$ cat src/rtl/byte_serializer_pkg.sv
// ----------------------------------------------------------------------------
// byte_serializer_pkg
//   Shared definitions for the byte serializer slice:
//     - state_t  : FSM state encoding (S_IDLE, S_SHIFT, S_PARITY, S_GAP)
//     - cnt_width: bit width needed for a counter that holds 0..max_value,
//                  never less than 1 bit
//   S_PARITY is only ever entered when BYTE_SERIALIZER_PARITY_EN is defined.
// ----------------------------------------------------------------------------
package byte_serializer_pkg;

    typedef enum logic [1:0] {
        S_IDLE   = 2'd0,
        S_SHIFT  = 2'd1,
        S_PARITY = 2'd2,
        S_GAP    = 2'd3
    } state_t;

    // A counter that only ever needs to reach max_value still needs one bit
    // when max_value is 0 or 1, so clamp the result to at least 1.
    function automatic int cnt_width(input int max_value);
        if (max_value < 2) begin
            return 1;
        end
        return $clog2(max_value + 1);
    endfunction

endpackage

$ cat src/rtl/serializer_fifo.sv
// ----------------------------------------------------------------------------
// serializer_fifo
//   Synchronous FIFO, DATA_W bits wide and DEPTH entries deep, with a
//   registered occupancy count. Read data is the word at the head of the
//   FIFO and is valid whenever empty is low.
//   Ports:
//     clk      in   1          rising-edge clock
//     reset    in   1          synchronous active-high reset (flushes FIFO)
//     push     in   1          write wr_data (ignored while full)
//     wr_data  in   DATA_W     word to write
//     pop      in   1          drop the head word (ignored while empty)
//     rd_data  out  DATA_W     head word
//     full     out  1          count == DEPTH
//     empty    out  1          count == 0
//     count    out  AW+1       number of stored words
// ----------------------------------------------------------------------------
module serializer_fifo
    import byte_serializer_pkg::*;
#(
    parameter int DATA_W = 8,
    parameter int DEPTH  = 4
) (
    input  logic                       clk,
    input  logic                       reset,
    input  logic                       push,
    input  logic [DATA_W-1:0]          wr_data,
    input  logic                       pop,
    output logic [DATA_W-1:0]          rd_data,
    output logic                       full,
    output logic                       empty,
    output logic [$clog2(DEPTH):0]     count
);

    localparam int AW = $clog2(DEPTH);
    localparam logic [AW:0] COUNT_FULL = (AW + 1)'(DEPTH);

    logic [DATA_W-1:0] mem [DEPTH];
    logic [AW-1:0]     wr_ptr;
    logic [AW-1:0]     rd_ptr;
    logic              do_push;
    logic              do_pop;

    assign full    = (count == COUNT_FULL);
    assign empty   = (count == '0);
    assign do_push = push && !full;
    assign do_pop  = pop && !empty;
    assign rd_data = mem[rd_ptr];

    // DEPTH is a power of two, so the pointers wrap on their own.
    always_ff @(posedge clk) begin
        if (reset) begin
            wr_ptr <= '0;
            rd_ptr <= '0;
            count  <= '0;
        end else begin
            if (do_push) begin
                wr_ptr <= wr_ptr + 1'b1;
            end
            if (do_pop) begin
                rd_ptr <= rd_ptr + 1'b1;
            end
            case ({do_push, do_pop})
                2'b10:   count <= count + 1'b1;
                2'b01:   count <= count - 1'b1;
                default: count <= count;
            endcase
        end
    end

    // Storage needs no reset: the pointers and count define what is valid.
    always_ff @(posedge clk) begin
        if (do_push) begin
            mem[wr_ptr] <= wr_data;
        end
    end

endmodule

$ cat src/rtl/byte_serializer.sv
// ----------------------------------------------------------------------------
// byte_serializer
//   Parallel-to-serial stage feeding an 8-stage shift register. Words from a
//   valid/ready producer are queued in serializer_fifo and sent MSB-first, one
//   bit per clock, on SerialOut. FrameStart flags the MSB cycle of each word.
//   Optional feature macro: BYTE_SERIALIZER_PARITY_EN
//     defined   -> an even-parity bit follows every word (DATA_W+1 bit-times)
//     undefined -> no parity bit (DATA_W bit-times)
//   GAP idle bit-times follow every word in both builds.
//   Ports:
//     Clk         in   1        rising-edge clock
//     Reset       in   1        synchronous active-high reset
//     DataIn      in   DATA_W   parallel word from producer
//     DataValid   in   1        DataIn valid
//     DataReady   out  1        FIFO can accept (low while Reset is high)
//     SerialOut   out  1        serial bit stream
//     FrameStart  out  1        high while SerialOut carries a word's MSB
//     Busy        out  1        FIFO non-empty or FSM not idle
// ----------------------------------------------------------------------------
module byte_serializer
    import byte_serializer_pkg::*;
#(
    parameter int   DATA_W   = 8,
    parameter int   DEPTH    = 4,
    parameter int   GAP      = 0,
    parameter logic IDLE_BIT = 1'b0
) (
    input  logic              Clk,
    input  logic              Reset,
    input  logic [DATA_W-1:0] DataIn,
    input  logic              DataValid,
    output logic              DataReady,
    output logic              SerialOut,
    output logic              FrameStart,
    output logic              Busy
);

    localparam int BW = cnt_width(DATA_W - 1);
    localparam int GW = cnt_width(GAP);
    localparam int CW = $clog2(DEPTH) + 1;
    localparam logic [BW-1:0] BIT_LAST = BW'(DATA_W - 1);
    localparam logic [GW-1:0] GAP_LAST = (GAP > 0) ? GW'(GAP - 1) : '0;

    state_t            state;
    state_t            next_state;
    logic [DATA_W-1:0] shift_reg;
    logic [DATA_W-1:0] next_shift;
    logic [BW-1:0]     bit_cnt;
    logic [BW-1:0]     next_bit;
    logic [GW-1:0]     gap_cnt;
    logic [GW-1:0]     next_gap;
`ifdef BYTE_SERIALIZER_PARITY_EN
    logic              parity;
    logic              next_parity;
`endif

    logic              word_end;
    logic              want_next;
    logic              fifo_push;
    logic              fifo_pop;
    logic [DATA_W-1:0] fifo_data;
    logic              fifo_full;
    logic              fifo_empty;
    logic [CW-1:0]     fifo_count;

    // Reset gates DataReady directly so the producer sees "not ready" for the
    // whole time Reset is held, even though the FIFO itself is already empty.
    assign DataReady = !fifo_full && !Reset;
    assign fifo_push = DataValid && DataReady;

    serializer_fifo #(
        .DATA_W (DATA_W),
        .DEPTH  (DEPTH)
    ) u_fifo (
        .clk     (Clk),
        .reset   (Reset),
        .push    (fifo_push),
        .wr_data (DataIn),
        .pop     (fifo_pop),
        .rd_data (fifo_data),
        .full    (fifo_full),
        .empty   (fifo_empty),
        .count   (fifo_count)
    );

    // State, shift register and counters. Reset throws away any word in
    // flight; nothing partial is ever completed.
    always_ff @(posedge Clk) begin
        if (Reset) begin
            state     <= S_IDLE;
            shift_reg <= '0;
            bit_cnt   <= '0;
            gap_cnt   <= '0;
`ifdef BYTE_SERIALIZER_PARITY_EN
            parity    <= 1'b0;
`endif
        end else begin
            state     <= next_state;
            shift_reg <= next_shift;
            bit_cnt   <= next_bit;
            gap_cnt   <= next_gap;
`ifdef BYTE_SERIALIZER_PARITY_EN
            parity    <= next_parity;
`endif
        end
    end

    // Next-state logic. word_end means the data (and parity) bits of a word
    // are finished; want_next means "act as IDLE on this edge", which lets
    // the next queued word load on the same edge the previous one ends so
    // the stream has no idle bit between words when GAP is 0.
    always_comb begin
        next_state = state;
        next_shift = shift_reg;
        next_bit   = bit_cnt;
        next_gap   = gap_cnt;
        fifo_pop   = 1'b0;
        word_end   = 1'b0;
        want_next  = 1'b0;
`ifdef BYTE_SERIALIZER_PARITY_EN
        next_parity = parity;
`endif

        case (state)
            S_SHIFT: begin
                next_shift = {shift_reg[DATA_W-2:0], 1'b0};
                next_bit   = bit_cnt - 1'b1;
`ifdef BYTE_SERIALIZER_PARITY_EN
                next_parity = parity ^ shift_reg[DATA_W-1];
`endif
                if (bit_cnt == '0) begin
`ifdef BYTE_SERIALIZER_PARITY_EN
                    next_state = S_PARITY;
`else
                    word_end = 1'b1;
`endif
                end
            end
            S_PARITY: begin
                word_end = 1'b1;
            end
            S_GAP: begin
                if (gap_cnt == '0) begin
                    want_next = 1'b1;
                end else begin
                    next_gap = gap_cnt - 1'b1;
                end
            end
            default: begin
                want_next = 1'b1;
            end
        endcase

        if (word_end) begin
            if (GAP > 0) begin
                next_state = S_GAP;
                next_gap   = GAP_LAST;
            end else begin
                want_next = 1'b1;
            end
        end

        if (want_next) begin
            if (!fifo_empty) begin
                fifo_pop   = 1'b1;
                next_state = S_SHIFT;
                next_shift = fifo_data;
                next_bit   = BIT_LAST;
`ifdef BYTE_SERIALIZER_PARITY_EN
                next_parity = 1'b0;
`endif
            end else begin
                next_state = S_IDLE;
            end
        end
    end

    // Line drive: data bits in SHIFT, the accumulated even parity in PARITY,
    // and the idle level everywhere else.
    always_comb begin
        SerialOut = IDLE_BIT;
        if (state == S_SHIFT) begin
            SerialOut = shift_reg[DATA_W-1];
        end
`ifdef BYTE_SERIALIZER_PARITY_EN
        if (state == S_PARITY) begin
            SerialOut = parity;
        end
`endif
    end

    assign FrameStart = (state == S_SHIFT) && (bit_cnt == BIT_LAST);
    assign Busy       = (fifo_count != '0) || (state != S_IDLE);

endmodule
$ cat config.mk
export PLATFORM = sky130hd
export DESIGN_NAME = byte_serializer
export DESIGN_NICKNAME = d
export VERILOG_FILES = /design/src/rtl/byte_serializer_pkg.sv /design/src/rtl/serializer_fifo.sv /design/src/rtl/byte_serializer.sv
export SDC_FILE = /design/constraint.sdc
export NUM_CORES = 1
export LEC_CHECK = 0
export ABC_CLOCK_PERIOD_IN_PS = 3100
export BUFFER_PORTS_ARGS = -buffer_cell sky130_fd_sc_hd__buf_4
export CORE_MARGIN = 3
export CORE_UTILIZATION = 45
export DETAILED_ROUTE_END_ITERATION = 10
export GPL_TIMING_DRIVEN = 0
export PLACE_DENSITY_LB_ADDON = 0.2
export SETUP_SLACK_MARGIN = 0.2
export SYNTH_ARGS = -nofsm -noshare
export SYNTH_HDL_FRONTEND = slang
export SYNTH_SLANG_ARGS = --single-unit
$ cat constraint.sdc
create_clock -name Clk -period 3.1 [get_ports Clk]
set_clock_uncertainty 0.15 [all_clocks]
set_input_delay 0.155 -clock Clk [delete_from_list [all_inputs] [get_ports Clk]]
set_output_delay 0.155 -clock Clk [all_outputs]
set_load 0.005 [all_outputs]
==> impl_metrics.ini <==
[detailed_routing]
postRouteWirelength_mm = 3.83
via_count = 1292
vias_per_cell = 5.07
drc = 0
final_antenna_net_count = 0
wire_per_inst_um = 15.0
dr.pass1.iters = 4
detailedRoute.firstIterationViolations = 34

[synth]
synth_async_sr_flop_share_pct = 0
yosysMostFrequentCell = sky130_fd_sc_hd__edfxtp_1
synth.avg_cell_area_um2 = 14.4
synthesis.area_mm2 = 0.00226
synth-edff-count = 32
proportion_of_synthesized_chip_area_in_sequential_cells_pct = 61.1
synthCells = 157
post_synth_num_cell_types = 32
yosysWarningCount = 0
synthesized_netlist_net_count = 177
synth_seq_cells = 53
synth.top_cells.by_count = sky130_fd_sc_hd__edfxtp_1, sky130_fd_sc_hd__dfxtp_1, sky130_fd_sc_hd__nor2_1
ys.flop_type = sky130_fd_sc_hd__edfxtp_1
synth_area_leader_cell = sky130_fd_sc_hd__edfxtp_1
post-synth-top-area-fraction_pct = 42.5
netlist_top_cells_area = sky130_fd_sc_hd__edfxtp_1, sky130_fd_sc_hd__dfxtp_1, sky130_fd_sc_hd__mux4_2

[setup_path]
worst_r2r_endpoint = u_fifo.count[2]
reg2regPathDepth = 12
critical_path.reg2reg.startpoint = bit_cnt[0]
critical_path.slowest_cell = sky130_fd_sc_hd__fa_1
critPathMaxStageDelay_ns = 0.37
critPathArrivalTime_ns = 2.64
path_cells = inv_1, ha_1, nand2b_1, a21o_1, buf_6, inv_4, ha_1, inv_1, fa_1, xor2_1, or3_1, a21oi_1
setup.worst_path.end_class = register
worst-r2r-setup-slack_ns = 0.54
crit_fanout = 10
worstSetupStartpointType = register
worst_path_class_setup = register to register
crit_family = adder cells
worst_ep_required_time_ns = 3.18
critPathBufInv = 4

[layout]
syn2layout_area_growth_pct = 17.2
layout.area.seq_mm2 = 0.00138
layout_nets = 207
drive_gt1_share_pct = 26.6
largest_reg_flops = 32
area_used_by_multi_input_combinational_logic_um2 = 788
fillCellCount = 412
antennaDiodeCount = 0

[cts]
clock_tree.root_cell = sky130_fd_sc_hd__clkbuf_8
clk_path_buf_depth = 2
cts_resized = 0
path_clk_slew_ns = 0.10
tritoncts = yes
post_cts.repair.setup_buffers = 0
clock-sinks = 53
cts_made_buffers = 5
hold_buffers = 9
source_to_sink_clock_delay_at_the_later_pin_of_the_worst_skew_pair_ns = 0.30
cts.htree.levels = 2

[placed_design]
gp_congestion = 0.692
io_buffers = 14
detailed_place_hpwl_mm = 2.68
detailedPlace.worstSlack_ns = 0.586

[sta]
post-route-worst-setup-slack_ns = 0.543
grt_setup_unrepaired = no
fmax_mhz = 391
slew-limit-headroom_pct = 56.2
hold_violations = 0
slew_violations = 0
worst-slew-pin-transition_ns = 0.657
setup_viol = 0
setup-tns-final_ns = 0
finalCriticalPeriod_ns = 2.56
finalCritPeriodShare_pct = 82.5

[job]
timing.max_cap.violations = 0

[min_path]
hold_path_end = u_fifo.wr_ptr[1]
min_delay_path_depth = 5
timing.hold.worst.class = primary input to register
holdCritStartpoint = DataValid

[floorplan]
fp.coreArea_mm2 = 0.00479
initial_utilization_pct = 47.3
placementRows = 25
die-area_mm2 = 0.00591
pin_count = 15
die_width_um = 76.9
floorplan.die.height_um = 76.9

[power_and_ir_drop]
power_per_cell_area_mw_per_mm2 = 784
total_power_w = 0.00208
power.leakage_nw = 0.950
power.ir.vdd_worst_mv = 0.329

[global_routing]
grt_first_pass_wirelength_mm = 6.54
first_global_vias = 1401
track_usage_pct = 14.3
global_route.overflow_total = 0
antenna_found_initial = 0
grt_start_max_net_pins = 17

[run_status]
outcome = finished clean
cells in the final DEF (no fill, tap or decap), types with 5 or more instances in the layout:
| cell | synthesis | final |
|---|---|---|
| sky130_fd_sc_hd__a21oi_1 | 9 | 9 |
| sky130_fd_sc_hd__mux2i_1 | 7 | 7 |
| sky130_fd_sc_hd__edfxtp_1 | 32 | 32 |
| sky130_fd_sc_hd__ha_1 | 8 | 8 |
| sky130_fd_sc_hd__clkbuf_8 | 0 | 5 |
| sky130_fd_sc_hd__buf_4 | 0 | 14 |
| sky130_fd_sc_hd__dfxtp_1 | 21 | 21 |
| sky130_fd_sc_hd__dlygate4sd3_1 | 0 | 9 |
| sky130_fd_sc_hd__nor2_1 | 15 | 15 |
| sky130_fd_sc_hd__inv_1 | 10 | 10 |
| sky130_fd_sc_hd__a211oi_2 | 7 | 7 |
| sky130_fd_sc_hd__mux4_2 | 8 | 8 |
report_power, final:
part | internal (W) | leakage [nW] | switching, W
logic | 0.000335 | 0.434 | 0.000358
registers | 0.000859 | 0.464 | 0.0000678
clock network | 0.000238 | 0.0518 | 0.000220
through the flow:
| step | utilization (%) | cells | hold WS [ns] | area [um2] |
|---|---|---|---|---|
| 2_1_floorplan | - | 157 | 0.104 | 2260 |
| 3_3_place_gp | 51.2 | 238 | 0.203 | 2450 |
| 3_5_place_dp | 51.2 | 238 | 0.208 | 2450 |
| 4_1_cts | 55.4 | 255 | 0.144 | 2650 |
| 5_1_grt | 55.4 | 255 | 0.171 | 2650 |
| 6_report | 55.4 | 255 | 0.165 | 2650 |
worst max-delay path by stage:
stage,startpoint,to,depth (start not counted)
final,bit_cnt[0],u_fifo.count[2],12
after global routing,bit_cnt[0],u_fifo.count[2],12
after CTS,bit_cnt[0],u_fifo.count[2],12
after detailed placement,bit_cnt[0],u_fifo.count[2],12
after global placement,bit_cnt[0],u_fifo.count[2],12
after floorplan,bit_cnt[0],u_fifo.count[2],12
kinds of logic (layout without fill, tap and decap cells):
family | after synthesis | in the layout | synth area share, %
AO/OA/AOI/OAI | 23 | 23 | 8.30
flip-flops | 53 | 53 | 61.1
multiplexers | 15 | 15 | 11.1
AND/OR/NAND/NOR | 32 | 32 | 7.52
buffers and inverters | 19 | 50 | 4.09
XOR/XNOR | 6 | 6 | 2.66
adder cells (fa/ha/maj) | 9 | 9 | 5.31
layer usage:
metal / wire length (um) / GRT usage, % / vias up
li1: - / - / 617
met1: 1620 / 16.7 / 649
met2: 2030 / 24.7 / 22
met3: 137 / 3.99 / 4
met4: 45 / 5.98 / 0
met5: 0 / 0 / -
worst reg2reg max path, delay by kind of cell (launching register included):
family | cells | cell delay (ns)
adders and majority gates | 3 | 0.69
and+or+nand+nor | 2 | 0.40
AOI/OAI and AO/OA | 2 | 0.38
buffers and inverters | 4 | 0.36
DFF | 1 | 0.35
xor gates and xnor gates | 1 | 0.16
layout make-up:
class,count,share of cell area [%]
clock inverters,3,1.56
flip-flops and latches,53,52.1
repair buffers,23,7.36
clock buffers,5,2.60
well taps,67,3.16
multi-input cells,85,29.7
plain buffers,8,1.84
inverters,11,1.65
No activity file was read; power rests on OpenSTA's default activity.
